<file path="config.mk">
export PLATFORM = sky130hd
export DESIGN_NAME = memwb_stage
export DESIGN_NICKNAME = d
export VERILOG_FILES = /design/src/rtl/riscv_pkg.sv /design/src/rtl/lsu_align.sv /design/src/rtl/memwb_stage.sv
export SDC_FILE = /design/constraint.sdc
export NUM_CORES = 1
export LEC_CHECK = 0
export ABC_CLOCK_PERIOD_IN_PS = 2600
export CAP_MARGIN = 40
export CORE_UTILIZATION = 35
export DETAILED_ROUTE_END_ITERATION = 6
export PLACE_DENSITY_LB_ADDON = 0.12
export SYNTH_ARGS = -nofsm -noshare
export SYNTH_HDL_FRONTEND = slang
export SYNTH_HIERARCHICAL = 1
export SYNTH_SLANG_ARGS = --single-unit
</file>
<file path="constraint.sdc">
create_clock -name clk -period 2.6 [get_ports clk]
set_input_delay 0.52 -clock clk [delete_from_list [all_inputs] [get_ports clk]]
set_output_delay 0.52 -clock clk [all_outputs]
set_load 0.01 [all_outputs]
</file>
<file path="src/rtl/riscv_pkg.sv">
// Shared RV32I encodings for the memory/writeback stage: result select,
// load/store width codes and the load/store unit state.
package riscv_pkg;

    localparam logic [1:0] RES_ALU = 2'b00;
    localparam logic [1:0] RES_MEM = 2'b01;
    localparam logic [1:0] RES_PC4 = 2'b10;

    localparam logic [2:0] F3_B  = 3'b000;
    localparam logic [2:0] F3_H  = 3'b001;
    localparam logic [2:0] F3_W  = 3'b010;
    localparam logic [2:0] F3_BU = 3'b100;
    localparam logic [2:0] F3_HU = 3'b101;

    typedef enum logic {
        S_IDLE = 1'b0,
        S_WAIT = 1'b1
    } lsu_state_e;

endpackage

</file>
<file path="src/rtl/lsu_align.sv">
// Byte-lane steering for stores, load extraction/extension and alignment check.
// Purely combinational; address is the low two bits of the effective address.
module lsu_align
    import riscv_pkg::*;
(
    input  logic [2:0]  funct3,
    input  logic [1:0]  addr_lo,
    input  logic [31:0] wd,
    input  logic [31:0] rdata,
    output logic [3:0]  be,
    output logic [31:0] wdata,
    output logic [31:0] ldata,
    output logic        misalign
);

    logic signed [7:0]  byte_s;
    logic signed [15:0] half_s;

    always_comb begin
        be       = 4'b0000;
        wdata    = 32'h0;
        misalign = 1'b0;
        case (funct3[1:0])
            2'b00: begin
                be    = 4'b0001 << addr_lo;
                wdata = {4{wd[7:0]}};
            end
            2'b01: begin
                be       = 4'b0011 << {addr_lo[1], 1'b0};
                wdata    = {2{wd[15:0]}};
                misalign = addr_lo[0];
            end
            2'b10: begin
                be       = 4'b1111;
                wdata    = wd;
                misalign = |addr_lo;
            end
            default: misalign = 1'b1;
        endcase
        // 110 decodes as a word in the low bits but has no RV32I meaning
        if (funct3 == 3'b110) begin
            misalign = 1'b1;
        end
    end

    always_comb begin
        byte_s = rdata[{addr_lo, 3'b000} +: 8];
        half_s = addr_lo[1] ? rdata[31:16] : rdata[15:0];
        case (funct3)
            F3_B:    ldata = {{24{byte_s[7]}}, byte_s};
            F3_BU:   ldata = {24'h0, byte_s};
            F3_H:    ldata = {{16{half_s[15]}}, half_s};
            F3_HU:   ldata = {16'h0, half_s};
            default: ldata = rdata;
        endcase
    end

endmodule

</file>
<file path="src/rtl/memwb_stage.sv">
// RV32I memory-access + writeback stage: req/ready data-memory handshake with
// stall and watchdog, followed by the MEM/WB register driving the register file.
module memwb_stage
    import riscv_pkg::*;
#(
    parameter int XLEN    = 32,
    parameter int TIMEOUT = 255
) (
    input  logic            clk,
    input  logic            rst_n,
    input  logic            ValidM,
    input  logic            RegWriteM,
    input  logic [1:0]      ResultSrcM,
    input  logic            MemWriteM,
    input  logic [2:0]      funct3M,
    input  logic [4:0]      RdM,
    input  logic [XLEN-1:0] ALUResultM,
    input  logic [XLEN-1:0] WriteDataM,
    input  logic [XLEN-1:0] inc_PCM,
    output logic            StallM,
    output logic            mem_req,
    output logic            mem_we,
    output logic [XLEN-1:0] mem_addr,
    output logic [3:0]      mem_be,
    output logic [XLEN-1:0] mem_wdata,
    input  logic            mem_ready,
    input  logic [XLEN-1:0] mem_rdata,
    output logic            RegWriteW,
    output logic [4:0]      RdW,
    output logic [XLEN-1:0] ResultW,
    output logic            misalign,
    output logic            bus_err
);

    localparam logic [7:0] TO = 8'(TIMEOUT);

    lsu_state_e      state, state_n;
    logic [7:0]      cnt, cnt_n;
    logic            memop;
    logic            mis_raw;
    logic            req_c, stall_c, berr_c;
    logic [3:0]      be_c;
    logic [XLEN-1:0] wdata_c;
    logic [XLEN-1:0] ldata_c;
    logic [XLEN-1:0] result_c;

    assign memop = ValidM & (MemWriteM | (ResultSrcM == RES_MEM));

    lsu_align u_align (
        .funct3   (funct3M),
        .addr_lo  (ALUResultM[1:0]),
        .wd       (WriteDataM),
        .rdata    (mem_rdata),
        .be       (be_c),
        .wdata    (wdata_c),
        .ldata    (ldata_c),
        .misalign (mis_raw)
    );

    always_ff @(posedge clk or negedge rst_n) begin
        if (!rst_n) begin
            state <= S_IDLE;
            cnt   <= 8'd0;
        end else begin
            state <= state_n;
            cnt   <= cnt_n;
        end
    end

    // cnt counts stalled cycles of the current access; the IDLE miss is the first
    always_comb begin
        state_n = state;
        cnt_n   = cnt;
        req_c   = 1'b0;
        stall_c = 1'b0;
        berr_c  = 1'b0;
        case (state)
            S_IDLE: begin
                if (memop && !mis_raw) begin
                    req_c = 1'b1;
                    if (!mem_ready) begin
                        stall_c = 1'b1;
                        state_n = S_WAIT;
                        cnt_n   = 8'd1;
                    end
                end
            end
            S_WAIT: begin
                if ((TIMEOUT != 0) && (cnt == TO)) begin
                    berr_c  = 1'b1;
                    state_n = S_IDLE;
                    cnt_n   = 8'd0;
                end else begin
                    req_c = 1'b1;
                    if (mem_ready) begin
                        state_n = S_IDLE;
                        cnt_n   = 8'd0;
                    end else begin
                        stall_c = 1'b1;
                        cnt_n   = cnt + 8'd1;
                    end
                end
            end
            default: begin
                state_n = S_IDLE;
                cnt_n   = 8'd0;
            end
        endcase
    end

    // Request-side outputs are forced low while reset is held, even with a live M slot
    assign mem_req   = req_c & rst_n;
    assign StallM    = stall_c & rst_n;
    assign bus_err   = berr_c & rst_n;
    assign misalign  = (state == S_IDLE) & memop & mis_raw & rst_n;
    assign mem_we    = mem_req & MemWriteM;
    assign mem_addr  = mem_req ? {ALUResultM[XLEN-1:2], 2'b00} : '0;
    assign mem_be    = mem_req ? be_c : 4'b0000;
    assign mem_wdata = mem_req ? wdata_c : '0;

    always_comb begin
        case (ResultSrcM)
            RES_MEM: result_c = ldata_c;
            RES_PC4: result_c = inc_PCM;
            default: result_c = ALUResultM;
        endcase
    end

    // MEM/WB register: bubble while stalled, capture on completing/non-memory cycles
    always_ff @(posedge clk or negedge rst_n) begin
        if (!rst_n) begin
            RegWriteW <= 1'b0;
            RdW       <= 5'd0;
            ResultW   <= '0;
        end else if (StallM) begin
            RegWriteW <= 1'b0;
        end else begin
            RegWriteW <= ValidM & RegWriteM & ~misalign & ~bus_err & (RdM != 5'd0);
            RdW       <= RdM;
            ResultW   <= result_c;
        end
    end

endmodule

</file>
==> results by group <==
Synth
  – Syn. warnings: 6
  – Area leader, netlist: dfrtp_1
  – Mapped Cells: 532
  – Post-synth design cell area: approximately 4400 sq um
  – Asr flop ratio synth: 1.00
  – Post-synthesis sequential area ratio: 0.265
  – Area share of the largest cell type after synthesis: 0.265
  – Synth unique cells: 51
  – Number of synthesized register bits: 47
  – Mapped Avg Cell Area: roughly 8.3 sq um
  – Synth Flop Type: dfrtp_1
  – Number of enable flip-flop cells after synthesis: 0
  – Largest cells by area after synthesis: dfrtp_1, and2_1, mux2_2, a22oi_1, mux2i_1

Final layout
  – Layout cell share with drive strength beyond 1: 0.266
  – Area grow syn2layout: 72.3%
  – Final #Nets: 945
  – Filler cell count: 1091
  – Final Cell Area: 7640 sq um
  – Util after Layout: 0.628
  – Inserted Diodes: 0

Floorplanning
  – Core area: 12200 sq um
  – Die span in y: 115 um
  – Top Ports: between 200 and 300
  – Die area: 13100 sq um
  – Initial Utilization: 0.365
  – Row count: 40
  – Die width: 115 um

Timing
  – Final hold vios: 0
  – RSZ-0062 raised after global routing: yes
  – Hold slack: approximately 78 ps
  – Worst-margin pin slew: 676 ps
  – Max-slew violations: 0
  – Fmax: 386 MHz
  – Total Neg Setup Slack: 0 ps
  – Min Tclk post-route: 2590 ps
  – # setup viols final: 0
  – Worst slew margin: 0.549
  – Final Skew: 3.81 ps
  – Fin crit share: 0.997

Placed design
  – HPWL Detailed: 13000 um
  – I/O Buffers: 252
  – Area after DPL: 7220 sq um
  – Final Wtd Congestion: 0.862

Setup path
  – Worst path required time: around 2100 ps
  – Critical Path Sink Type: output pin
  – Crit Path Class: reg -> out
  – Critical path arrival: 2070 ps
  – Critical-path maximum fanout: 5
  – Crit path launch type: flip-flop

Global routing
  – Vias in the first global route: 4998
  – Total Routing Usage GR: 0.260
  – Largest net degree at the start of global routing: 65
  – First-pass GRT wire length: 26500 um
  – Initial antenna violation count: 0
  – GR Overflow Total: 0

Clock tree
  – Clk pin slew, worst setup/hold paths: 60 ps
  – CTS buffer count: 5
  – Clock sinks: 47
  – Worst-Skew Late Latency: 290 ps
  – TritonCTS clock tree: done
  – Root Buffer: clkbuf_16
  – Clk buf depth: 2
  – H-tree depth: 2
  – Hold_buf cts: 0

Detailed routing
  – Iter 0 DRT Violations: 253
  – Vias per inst: 5.15
  – Total routed wirelength: approximately 17000 um
  – Drt pass-1 iters: 5
  – Final ANT Viol Nets: 0
  – Via count: 4977
  – Remaining DRCs: 0
  – Routed WL per cell: ~18 um

Power and ir drop
  – Peak supply drop: roughly 0.26 mV
  – Total power: 0.00277 W
  – Leakage: 3.51 nW
  – Power per cell area: 363 nW/um^2

Flow run
  – Max_cap viols: 0

Hold path
  – Hold Crit Class: in -> async

Outcome
  – Status: finished clean
[synthesized netlist by cell type (14+ instances only)]
master    count
a21o_1       16
a21oi_1      34
a22oi_1      39
and2_1       69
clkbuf_1     24
dfrtp_1      47
inv_1        16
mux2_2       31
mux2i_1      24
nand2_1      51
nor2_1       14
nor2b_1      28
o21ai_0      47
[cells by family after synthesis]
group | after synthesis | synth area share
buf+inv | 66 | 0.0751
other cells | 1 | 0.000846
simple gates | 182 | 0.229
flops | 47 | 0.265
mux | 65 | 0.167
fa+ha+maj | 3 | 0.00847
compound gates | 168 | 0.255
[state kept, by name, indices dropped and copies added (netlist names)]
signal / flops
ResultW: 32
RdW: 5
RegWriteW: 1
state: 1
cnt: 8
[metal layers]
metal / wire, um / vias to the layer above / share of wire / track usage
met5: 0 / - / 0 / 0
met1: 7000 / 2325 / 0.40 / 0.310
met3: 1300 / 20 / 0.075 / 0.0535
li1: - / 2415 / - / -
met2: 8830 / 217 / 0.51 / 0.476
met4: 282 / 0 / 0.016 / 0.0615
[per-stage QoR]
step	setup slack, ps	instances
4_1_cts	-25.0	961
5_1_grt	-30.5	966
6_report	8.14	966
2_1_floorplan	77.5	533
3_3_place_gp	-638	940
3_5_place_dp	-669	940
[power by group]
part | switching (W) | internal, W | leakage [nW]
logic | 0.000507 | 0.000680 | 2.84
clock network | 0.000277 | 0.000448 | 0.0759
registers | 0.0000480 | 0.000813 | 0.593
total | 0.000832 | 0.00194 | 3.51
[layout by cell type (no fill, tap or decap), drive strengths merged, types with 2 or more instances in the layout]
cell | synthesis | routed
nand2b | 2 | 2
clkinv | 2 | 2
a22oi | 40 | 40
conb | 1 | 2
nor2 | 14 | 14
and2 | 69 | 69
o21ai | 49 | 49
inv | 16 | 16
a31oi | 2 | 2
a21oi | 35 | 35
nand2 | 52 | 52
dlygate4sd2 | 0 | 3
nor3b | 2 | 2
o22a | 7 | 7
nand3 | 2 | 2
o31ai | 2 | 2
a211o | 2 | 2
dfrtp | 47 | 47
and3 | 4 | 4
mux2 | 41 | 41
nor3 | 4 | 4
a21o | 16 | 16
ha | 3 | 3
clkbuf | 24 | 15
clkdlybuf4s15 | 0 | 18
mux2i | 24 | 24
buf | 24 | 103
nor2b | 28 | 28
o221ai | 7 | 7
clkdlybuf4s50 | 0 | 171
[timing repair]
action | in CTS | in global routing
cloned | 3 | 2
buffers inserted | 11 | 4
pin swaps | 5 | 12
setup endpoints to repair | 105 | 108
resized for setup | 266 | 75
[cell type report]
cell class,instances,area (sq um),area share
clock buffers,5,125,0.0164
clock inverters,2,37.5,0.00491
inverters,18,67.6,0.00885
multi-input cells,420,3080,0.403
flip-flops and latches,47,1180,0.154
well taps,168,210,0.0275
repair buffers,306,2950,0.386
[critical path, stage by stage, from the launching register on]
cell	delay (ps)
dfrtp_1	390
ha_2	200
and3_4	200
nand2_4	60
o211a_4	240
buf_6	130
buf_8	130
clkbuf_16	150
and2_4	160
buf_6	110
[worst paths after layout]
check | cells after the start | slack [ps] | end | start
min in group clk | 1 | 510 | ResultW[16] | ResultW[16]
setup / recovery | 9 | 8 | mem_wdata[6] | cnt[0]
hold / removal | 1 | 80 | cnt[0] | rst_n
hold reg to reg | 1 | 510 | ResultW[16] | ResultW[16]
setup reg to reg | 9 | 230 | ResultW[24] | state
max in group asynchronous | 2 | 1800 | RegWriteW | rst_n
No activity file was read; power rests on OpenSTA's default activity.
